### src/rtl/decode_stage.sv
// RV32I decode stage: combinational decode into a 2-entry skid FIFO of decoded beats.
// in_ready is registered from the next-cycle occupancy, so it never depends on out_ready combinationally.
module decode_stage #(
  parameter int XLEN     = 32,
  parameter int ENABLE_M = 0,
  parameter int PC_W     = 32
) (
  input  logic            clk,
  input  logic            rstn,
  input  logic            flush,
  input  logic            in_valid,
  output logic            in_ready,
  input  logic [31:0]     in_instr,
  input  logic [PC_W-1:0] in_pc,
  output logic            out_valid,
  input  logic            out_ready,
  output logic [5:0]      out_op,
  output logic [4:0]      out_rd,
  output logic [4:0]      out_rs1,
  output logic [4:0]      out_rs2,
  output logic [XLEN-1:0] out_imm,
  output logic            out_illegal,
  output logic [PC_W-1:0] out_pc
);

  typedef struct packed {
    logic [5:0]      op;
    logic [4:0]      rd;
    logic [4:0]      rs1;
    logic [4:0]      rs2;
    logic [XLEN-1:0] imm;
    logic            illegal;
    logic [PC_W-1:0] pc;
  } beat_t;

  function automatic logic signed [XLEN-1:0] widen(input logic signed [31:0] v);
    return XLEN'(v);
  endfunction

  function automatic logic signed [XLEN-1:0] imm_i(input logic [31:0] i);
    return widen({{20{i[31]}}, i[31:20]});
  endfunction

  function automatic logic signed [XLEN-1:0] imm_s(input logic [31:0] i);
    return widen({{20{i[31]}}, i[31:25], i[11:7]});
  endfunction

  function automatic logic signed [XLEN-1:0] imm_b(input logic [31:0] i);
    return widen({{19{i[31]}}, i[31], i[7], i[30:25], i[11:8], 1'b0});
  endfunction

  function automatic logic signed [XLEN-1:0] imm_u(input logic [31:0] i);
    return widen({i[31:12], 12'b0});
  endfunction

  function automatic logic signed [XLEN-1:0] imm_j(input logic [31:0] i);
    return widen({{11{i[31]}}, i[31], i[19:12], i[20], i[30:21], 1'b0});
  endfunction

  // ---- p0: combinational decode of the incoming word ----
  logic [6:0] opcode_p0;
  logic [2:0] f3_p0;
  logic [6:0] f7_p0;
  logic [5:0] op_p0;
  beat_t      dec_p0;
  logic       vld_p0;

  assign opcode_p0 = in_instr[6:0];
  assign f3_p0     = in_instr[14:12];
  assign f7_p0     = in_instr[31:25];

  always_comb begin
    dec_p0    = '0;
    op_p0     = 6'd0;
    dec_p0.pc = in_pc;
    case (opcode_p0)
      7'b0110111: begin dec_p0.rd = in_instr[11:7]; dec_p0.imm = imm_u(in_instr); op_p0 = 6'd1; end
      7'b0010111: begin dec_p0.rd = in_instr[11:7]; dec_p0.imm = imm_u(in_instr); op_p0 = 6'd2; end
      7'b1101111: begin dec_p0.rd = in_instr[11:7]; dec_p0.imm = imm_j(in_instr); op_p0 = 6'd3; end
      7'b1100111: begin
        dec_p0.rd  = in_instr[11:7];
        dec_p0.rs1 = in_instr[19:15];
        dec_p0.imm = imm_i(in_instr);
        if (f3_p0 == 3'b000) op_p0 = 6'd4;
      end
      7'b1100011: begin
        dec_p0.rs1 = in_instr[19:15];
        dec_p0.rs2 = in_instr[24:20];
        dec_p0.imm = imm_b(in_instr);
        case (f3_p0)
          3'b000:  op_p0 = 6'd5;
          3'b001:  op_p0 = 6'd6;
          3'b100:  op_p0 = 6'd7;
          3'b101:  op_p0 = 6'd8;
          3'b110:  op_p0 = 6'd9;
          3'b111:  op_p0 = 6'd10;
          default: op_p0 = 6'd0;
        endcase
      end
      7'b0000011: begin
        dec_p0.rd  = in_instr[11:7];
        dec_p0.rs1 = in_instr[19:15];
        dec_p0.imm = imm_i(in_instr);
        case (f3_p0)
          3'b000:  op_p0 = 6'd11;
          3'b001:  op_p0 = 6'd12;
          3'b010:  op_p0 = 6'd13;
          3'b100:  op_p0 = 6'd14;
          3'b101:  op_p0 = 6'd15;
          default: op_p0 = 6'd0;
        endcase
      end
      7'b0100011: begin
        dec_p0.rs1 = in_instr[19:15];
        dec_p0.rs2 = in_instr[24:20];
        dec_p0.imm = imm_s(in_instr);
        case (f3_p0)
          3'b000:  op_p0 = 6'd16;
          3'b001:  op_p0 = 6'd17;
          3'b010:  op_p0 = 6'd18;
          default: op_p0 = 6'd0;
        endcase
      end
      7'b0010011: begin
        dec_p0.rd  = in_instr[11:7];
        dec_p0.rs1 = in_instr[19:15];
        dec_p0.imm = imm_i(in_instr);
        case (f3_p0)
          3'b000: op_p0 = 6'd19;
          3'b010: op_p0 = 6'd20;
          3'b011: op_p0 = 6'd21;
          3'b100: op_p0 = 6'd22;
          3'b110: op_p0 = 6'd23;
          3'b111: op_p0 = 6'd24;
          // Shifts carry a zero-extended shamt even when funct7 makes them illegal.
          3'b001: begin
            dec_p0.imm = {{(XLEN-5){1'b0}}, in_instr[24:20]};
            if (f7_p0 == 7'b0000000) op_p0 = 6'd25;
          end
          default: begin
            dec_p0.imm = {{(XLEN-5){1'b0}}, in_instr[24:20]};
            if (f7_p0 == 7'b0000000)      op_p0 = 6'd26;
            else if (f7_p0 == 7'b0100000) op_p0 = 6'd27;
          end
        endcase
      end
      7'b0110011: begin
        dec_p0.rd  = in_instr[11:7];
        dec_p0.rs1 = in_instr[19:15];
        dec_p0.rs2 = in_instr[24:20];
        if (f7_p0 == 7'b0000000) begin
          case (f3_p0)
            3'b000:  op_p0 = 6'd28;
            3'b001:  op_p0 = 6'd30;
            3'b010:  op_p0 = 6'd31;
            3'b011:  op_p0 = 6'd32;
            3'b100:  op_p0 = 6'd33;
            3'b101:  op_p0 = 6'd34;
            3'b110:  op_p0 = 6'd36;
            default: op_p0 = 6'd37;
          endcase
        end else if (f7_p0 == 7'b0100000) begin
          if (f3_p0 == 3'b000)      op_p0 = 6'd29;
          else if (f3_p0 == 3'b101) op_p0 = 6'd35;
        end else if (f7_p0 == 7'b0000001 && ENABLE_M != 0) begin
          op_p0 = 6'd38 + {3'b000, f3_p0};
        end
      end
      default: ;
    endcase
    dec_p0.op      = op_p0;
    dec_p0.illegal = (op_p0 == 6'd0);
  end

  // ---- p1: two-slot FIFO, slot0 is always the head ----
  logic [1:0] cnt_p1;
  logic [1:0] cnt_nxt;
  beat_t      slot0_p1;
  beat_t      slot1_p1;
  logic       vld_p1;
  logic       pop_p1;

  assign vld_p0 = in_valid & in_ready & ~flush;
  assign vld_p1 = (cnt_p1 != 2'd0);
  assign pop_p1 = vld_p1 & out_ready;

  always_comb begin
    cnt_nxt = cnt_p1;
    if (flush)                cnt_nxt = 2'd0;
    else if (vld_p0 && !pop_p1) cnt_nxt = cnt_p1 + 2'd1;
    else if (!vld_p0 && pop_p1) cnt_nxt = cnt_p1 - 2'd1;
  end

  always_ff @(posedge clk) begin
    if (!rstn) begin
      cnt_p1   <= 2'd0;
      in_ready <= 1'b0;
    end else begin
      cnt_p1   <= cnt_nxt;
      in_ready <= (cnt_nxt < 2'd2);
    end
  end

  always_ff @(posedge clk) begin
    if (pop_p1 && cnt_p1 == 2'd2)                       slot0_p1 <= slot1_p1;
    else if (vld_p0 && (cnt_p1 == 2'd0 || pop_p1))      slot0_p1 <= dec_p0;
    if (vld_p0 && ((cnt_p1 == 2'd1 && !pop_p1) || (cnt_p1 == 2'd2 && pop_p1)))
      slot1_p1 <= dec_p0;
  end

  // Data outputs read as zero whenever no beat is presented.
  assign out_valid   = vld_p1;
  assign out_op      = vld_p1 ? slot0_p1.op      : '0;
  assign out_rd      = vld_p1 ? slot0_p1.rd      : '0;
  assign out_rs1     = vld_p1 ? slot0_p1.rs1     : '0;
  assign out_rs2     = vld_p1 ? slot0_p1.rs2     : '0;
  assign out_imm     = vld_p1 ? slot0_p1.imm     : '0;
  assign out_illegal = vld_p1 ? slot0_p1.illegal : 1'b0;
  assign out_pc      = vld_p1 ? slot0_p1.pc      : '0;

endmodule

### config.mk
export PLATFORM = sky130hd
export DESIGN_NAME = decode_stage
export DESIGN_NICKNAME = d
export VERILOG_FILES = /design/src/rtl/decode_stage.sv
export SDC_FILE = /design/constraint.sdc
export NUM_CORES = 1
export LEC_CHECK = 0
export ABC_AREA = 0
export CORE_MARGIN = 8
export CORE_UTILIZATION = 40
export CTS_CLUSTER_DIAMETER = 150
export DETAILED_ROUTE_END_ITERATION = 7
export SYNTH_ARGS = -nofsm -noshare
export SYNTH_HDL_FRONTEND = slang
export SYNTH_SLANG_ARGS = --single-unit
### constraint.sdc
create_clock -name clk -period 7.15 [get_ports clk]
set_clock_uncertainty 0.2 [all_clocks]
set_input_delay 1.43 -clock clk [delete_from_list [all_inputs] [get_ports clk]]
set_output_delay 1.43 -clock clk [all_outputs]
set_load 0.05 [all_outputs]
[After elaboration in Yosys (flattened, before gate mapping)]
Index checks and enable logic that the tools add are counted.
Storage, ports and cells
  register bits: 175
  input port bits: 69
  output and inout bits: 88
  logic and storage cells: 95
Operators by class
  add/subtract/negate cells: 2
  $lt $le $gt $ge: 1
  equality and inequality tests: 19
  multiplexer cells: 31
  bitwise logic cells: 4
  reduce and logical (&&, ||, !) cells: 22
Operators by type and width (count)
  $pmux 32 s6: 1
  $mux 86: 2
  $mux 32: 3
  $pmux 6 s7: 2
  $pmux 6 s9: 1
  $mux 5: 8
  $mux 6: 6
  $eq 7x6->1 const B: 4
  $pmux 4 s6: 1
  $eq 7x7->1 const B: 3
  $pmux 4 s5: 1
  $pmux 5 s3: 1
  $eq 7x5->1 const B: 2
  $eq 3x3->1 const B: 4
  $reduce_or 6->1: 2
  $eq 7x2->1 const B: 1
  $logic_not 7->1: 1
  $reduce_or 7->1: 1
  $eq 3x2->1 const B: 2
  $logic_and 1x1->1: 6
  $logic_not 6->1: 1
  $mux 2: 3
  $reduce_bool 2->1: 2
  $reduce_or 2->1: 2
  15 further kinds: 19

[Longest topological paths before layout]
  depth after elaboration: 9
  depth in mapped cells: 10

[Least setup slack after synthesis]
OpenSTA, ideal clock, no wires.
  kind: input to register
  start: input flush
  end: register slot0_p1[0] (netlist name) (enable)
  arrival: 5779 ps
  required time: 6391 ps
  setup slack: 612 ps
  stages: 2
  cells stage by stage: nand3b_1 > a21oi_1
Between the ends
  cells in the longest elaborated chain, start to end: 4
Ends and longest elaborated chain
  from (decl): RTL line 10  | input logic flush,
  $not 1->1: RTL line 183  | assign vld_p0 = in_valid & in_ready & ~flush;
  $and 1x1->1: RTL line 183
  $logic_and 1x1->1: RTL line 206  | else if (vld_p0 && (cnt_p1 == 2'd0 || pop_p1)) slot0_p1 <= dec_p0;
  $reduce_bool 2->1 (no line)
  to (signal assigned): RTL line 205  | if (pop_p1 && cnt_p1 == 2'd2) slot0_p1 <= slot1_p1;
  to (signal assigned): RTL line 206
  to (decl): RTL line 178  | beat_t slot0_p1;
Every way passes these cells.
A chain may end at the register's enable or synchronous reset.

[Worst setup path after layout]
  start: register cnt_p1[0]
  end: output out_rs1[4]
Between the ends
  cells in the longest elaborated chain, start to end: 2
Ends and longest elaborated chain
  from (decl): RTL line 176  | logic [1:0] cnt_p1;
  from (signal assigned): RTL line 199  | cnt_p1 <= cnt_nxt;
  $reduce_bool 2->1: RTL line 184  | assign vld_p1 = (cnt_p1 != 2'd0);
  $mux 5: RTL line 215  | assign out_rs1 = vld_p1 ? slot0_p1.rs1 : '0;
  to (decl): RTL line 19  | output logic [4:0] out_rs1,
Every way passes these cells.

==> results.sh <==
export IMPL_grt_start_max_net_pins=89
export IMPL_switching_share=0.218
export IMPL_fmax_ghz=0.232
export IMPL_hold_class="reg2reg"
export IMPL_period_needed_ps=4320
export IMPL_synth_area_leader_cell="edfxtp_1"
export IMPL_synth_edf_count=172
export IMPL_reg2reg_to="slot1_p1[46]"
export IMPL_cts_buffer_depth=2
export IMPL_die_h_um=159
export IMPL_synth_top_cell_area_share=0.628
export IMPL_ctsHoldBuffers=0
export IMPL_setup_worst_path_class="reg2out"
export IMPL_setup_violations=0
export IMPL_vias=5586
export IMPL_io_buffers=156
export IMPL_p_int_mw=1.72
export IMPL_drcViolationCount=0
export IMPL_arrival_ps=2690
export IMPL_worst_hold_slack_ps=308
export IMPL_yosys_area_share_simple=0.195
export IMPL_power_frac_clock=0.422
export IMPL_root_buffer="clkbuf_16"
export IMPL_dp_hpwl_um=13900
export IMPL_ys_types=61
export IMPL_p_leak_nw=3.81
export IMPL_syn_nets=741
export IMPL_clk_latency_ps=420
export IMPL_r2r_cells=7
export IMPL_die_area_um2=25400
export IMPL_synth_seq_area_share=0.635
export IMPL_synthCells=667
export IMPL_cts_resized=0
export IMPL_viasPerCell=5.13
export IMPL_syn_avg_cell_area_um2=12.3
export IMPL_post_cts_buffers=0
export IMPL_num_rows=52
export IMPL_ios=157
export IMPL_area_growth_pct=28.9
export IMPL_switchingPower_mw=0.480
export IMPL_pwr_share_comb=0.060
export IMPL_hold_depth=2
export IMPL_ant_nets=0
export IMPL_coreArea_um2=20200
export IMPL_dr_pass1_iters=6
export IMPL_hold_path_startpoint="slot1_p1[28]"
export IMPL_vdd_drop_max_mv=0.165
export IMPL_finalHoldViolCount=0
export IMPL_final_nets=881
export IMPL_relSlewSlack=0.256
export IMPL_place_congestion=0.878
export IMPL_cts_buffers=17
export IMPL_routedWlPerCell_um=18.7
export IMPL_setup_tns_ps=0
export IMPL_required_ps=5520
export IMPL_cts_tree="done"
export IMPL_drt_initial_drc_count=401
export IMPL_whs_endpoint="slot0_p1[28]"
export IMPL_die_w_um=159
export IMPL_crit_fanout=88
export IMPL_synth_xor_area_share=0.00319
export IMPL_fillers=1790
export IMPL_antenna_cells=0
export IMPL_synth_common_cells="172 x edfxtp_1, 116 x nand2_1, 97 x nor2b_1, 45 x mux2_2, 31 x nor2_1"
export IMPL_slew_viol_final=0
export IMPL_worstMarginPinSlew_ps=1120
export IMPL_p_per_area_nw_per_um2=207
export IMPL_grt_first_pass_wirelength_um=32200
export IMPL_startpoint_type="flip-flop"
export IMPL_synth_top_family_by_area="simple AND/OR/NAND/NOR gates"
export IMPL_rsz0062_at_grt="no"
export IMPL_ys_seq_elements=175
export IMPL_ys_flop_type="edfxtp_1"
export IMPL_wirelength_um=20300
export IMPL_endpoint_kind="primary output"
export IMPL_clock_sinks=175
export IMPL_track_usage=0.159
export IMPL_rrSetupSlack_ps=3680
export IMPL_yosys_top_cells_area="edfxtp_1 63%, nor2b_1 7.4%, mux2_2 6.2%, nand2_1 5.3%, a21o_1 1.7%"
export IMPL_yosysWarnings=0
export IMPL_seqPwrFrac=0.518
export IMPL_finalCritPeriodShare=0.604
export IMPL_reg2reg_from="cnt_p1[0]"
export IMPL_synth_compound_area_frac=0.0667
export IMPL_yosysMostFrequentCell="edfxtp_1"
export IMPL_outcome="finished, final reports clean"
export IMPL_synth_fa_ha_area_frac=0.00760
export IMPL_synth_mux_area_frac=0.0640
export IMPL_grt_overflow=0
export IMPL_clk_pin_slew_ps=70
export IMPL_synthArstFlopShare=0
export IMPL_final_layout_size_suffix_gt1_frac=0.122
export IMPL_grt_pass1_vias=5615
export IMPL_antenna_found_initial=0
export IMPL_htreeDepth=4
export IMPL_drv_cap=0
export IMPL_syn_area_um2=8230
export IMPL_start_util=0.407
==> registers in the layout (all words and copies together), names as in the netlist <==
name      count
slot1_p1     86
cnt_p1        2
slot0_p1     86
in_ready      1
==> placed cells by master, fill, tap and decap left out, drive strengths merged, types with 16 or more instances in the layout <==
cell type | Yosys | final
and2 | 18 | 18
nor2b | 97 | 97
edfxtp | 172 | 172
mux2 | 45 | 45
inv | 13 | 17
clkbuf | 20 | 18
clkdlybuf4s50 | 0 | 156
o21ai | 16 | 16
nor2 | 32 | 32
nand2 | 116 | 116
a21o | 19 | 19
==> logic make-up after synthesis <==
kind of cell,count (synthesis)
simple gates,307
flops,175
compound gates,77
buf+inv,53
mux,47
fa+ha+maj,5
xor+xnor,3
==> how the worst max path moves through the flow <==
stage / from / to / slack (ps)
after floorplan: flush / slot0_p1[0] / 610
after global placement: in_instr[2] / slot0_p1[53] / 2780
after detailed placement: in_instr[2] / slot0_p1[54] / 2650
after CTS: cnt_p1[0] / out_imm[10] / 2740
after global routing: cnt_p1[0] / out_imm[10] / 2620
final: cnt_p1[0] / out_rs1[4] / 2830
==> per-layer routing <==
metal  track usage  vias up  part of all wire
li1              -     2650                 -
met3        0.0442       17             0.070
met1         0.216     2702              0.46
met4        0.0437        0             0.011
met2         0.245      217              0.46
met5             0        -                 0
==> stage by stage <==
| stage | instance area (um2) | worst slack [ps] | std cells | util | power (mW) |
|---|---|---|---|---|---|
| floorplan | 8230 | 612 | 667 | - | 1.23 |
| global placement | 10000 | 2780 | 1058 | 0.495 | 1.29 |
| detailed placement | 10000 | 2650 | 1058 | 0.495 | 1.29 |
| CTS | 10600 | 2740 | 1089 | 0.524 | 2.21 |
| global route | 10600 | 2620 | 1089 | 0.524 | 2.27 |
| finish | 10600 | 2830 | 1089 | 0.524 | 2.20 |
==> final cells by class <==
cell class / count / area [um2] / share of cell area
timing repair buffer: 161 / 1600 / 0.151
multi-input combinational: 439 / 2810 / 0.265
inverter: 13 / 48.8 / 0.00460
tap: 270 / 338 / 0.0318
clock inverter: 13 / 158 / 0.0149
clock buffer: 18 / 429 / 0.0405
sequential: 175 / 5230 / 0.493
==> power by group through the flow <==
stage                     combinational [mW]  sequential [mW]  clock (mW)
final                                  0.131             1.14       0.928
after floorplan                       0.0642             1.16           0
after global placement                 0.128             1.16           0
after detailed placement               0.131             1.16           0
after CTS                              0.131             1.14       0.945
after global routing                   0.141             1.14       0.987
==> critical path, cell delays in order (launching register included) <==
cell             delay (ps)
dfxtp_1                 340
inv_1                   120
ha_4                    830
nor2b_1                 190
clkdlybuf4s50_1         760
Note: power is estimated with default switching activity, not from simulation.
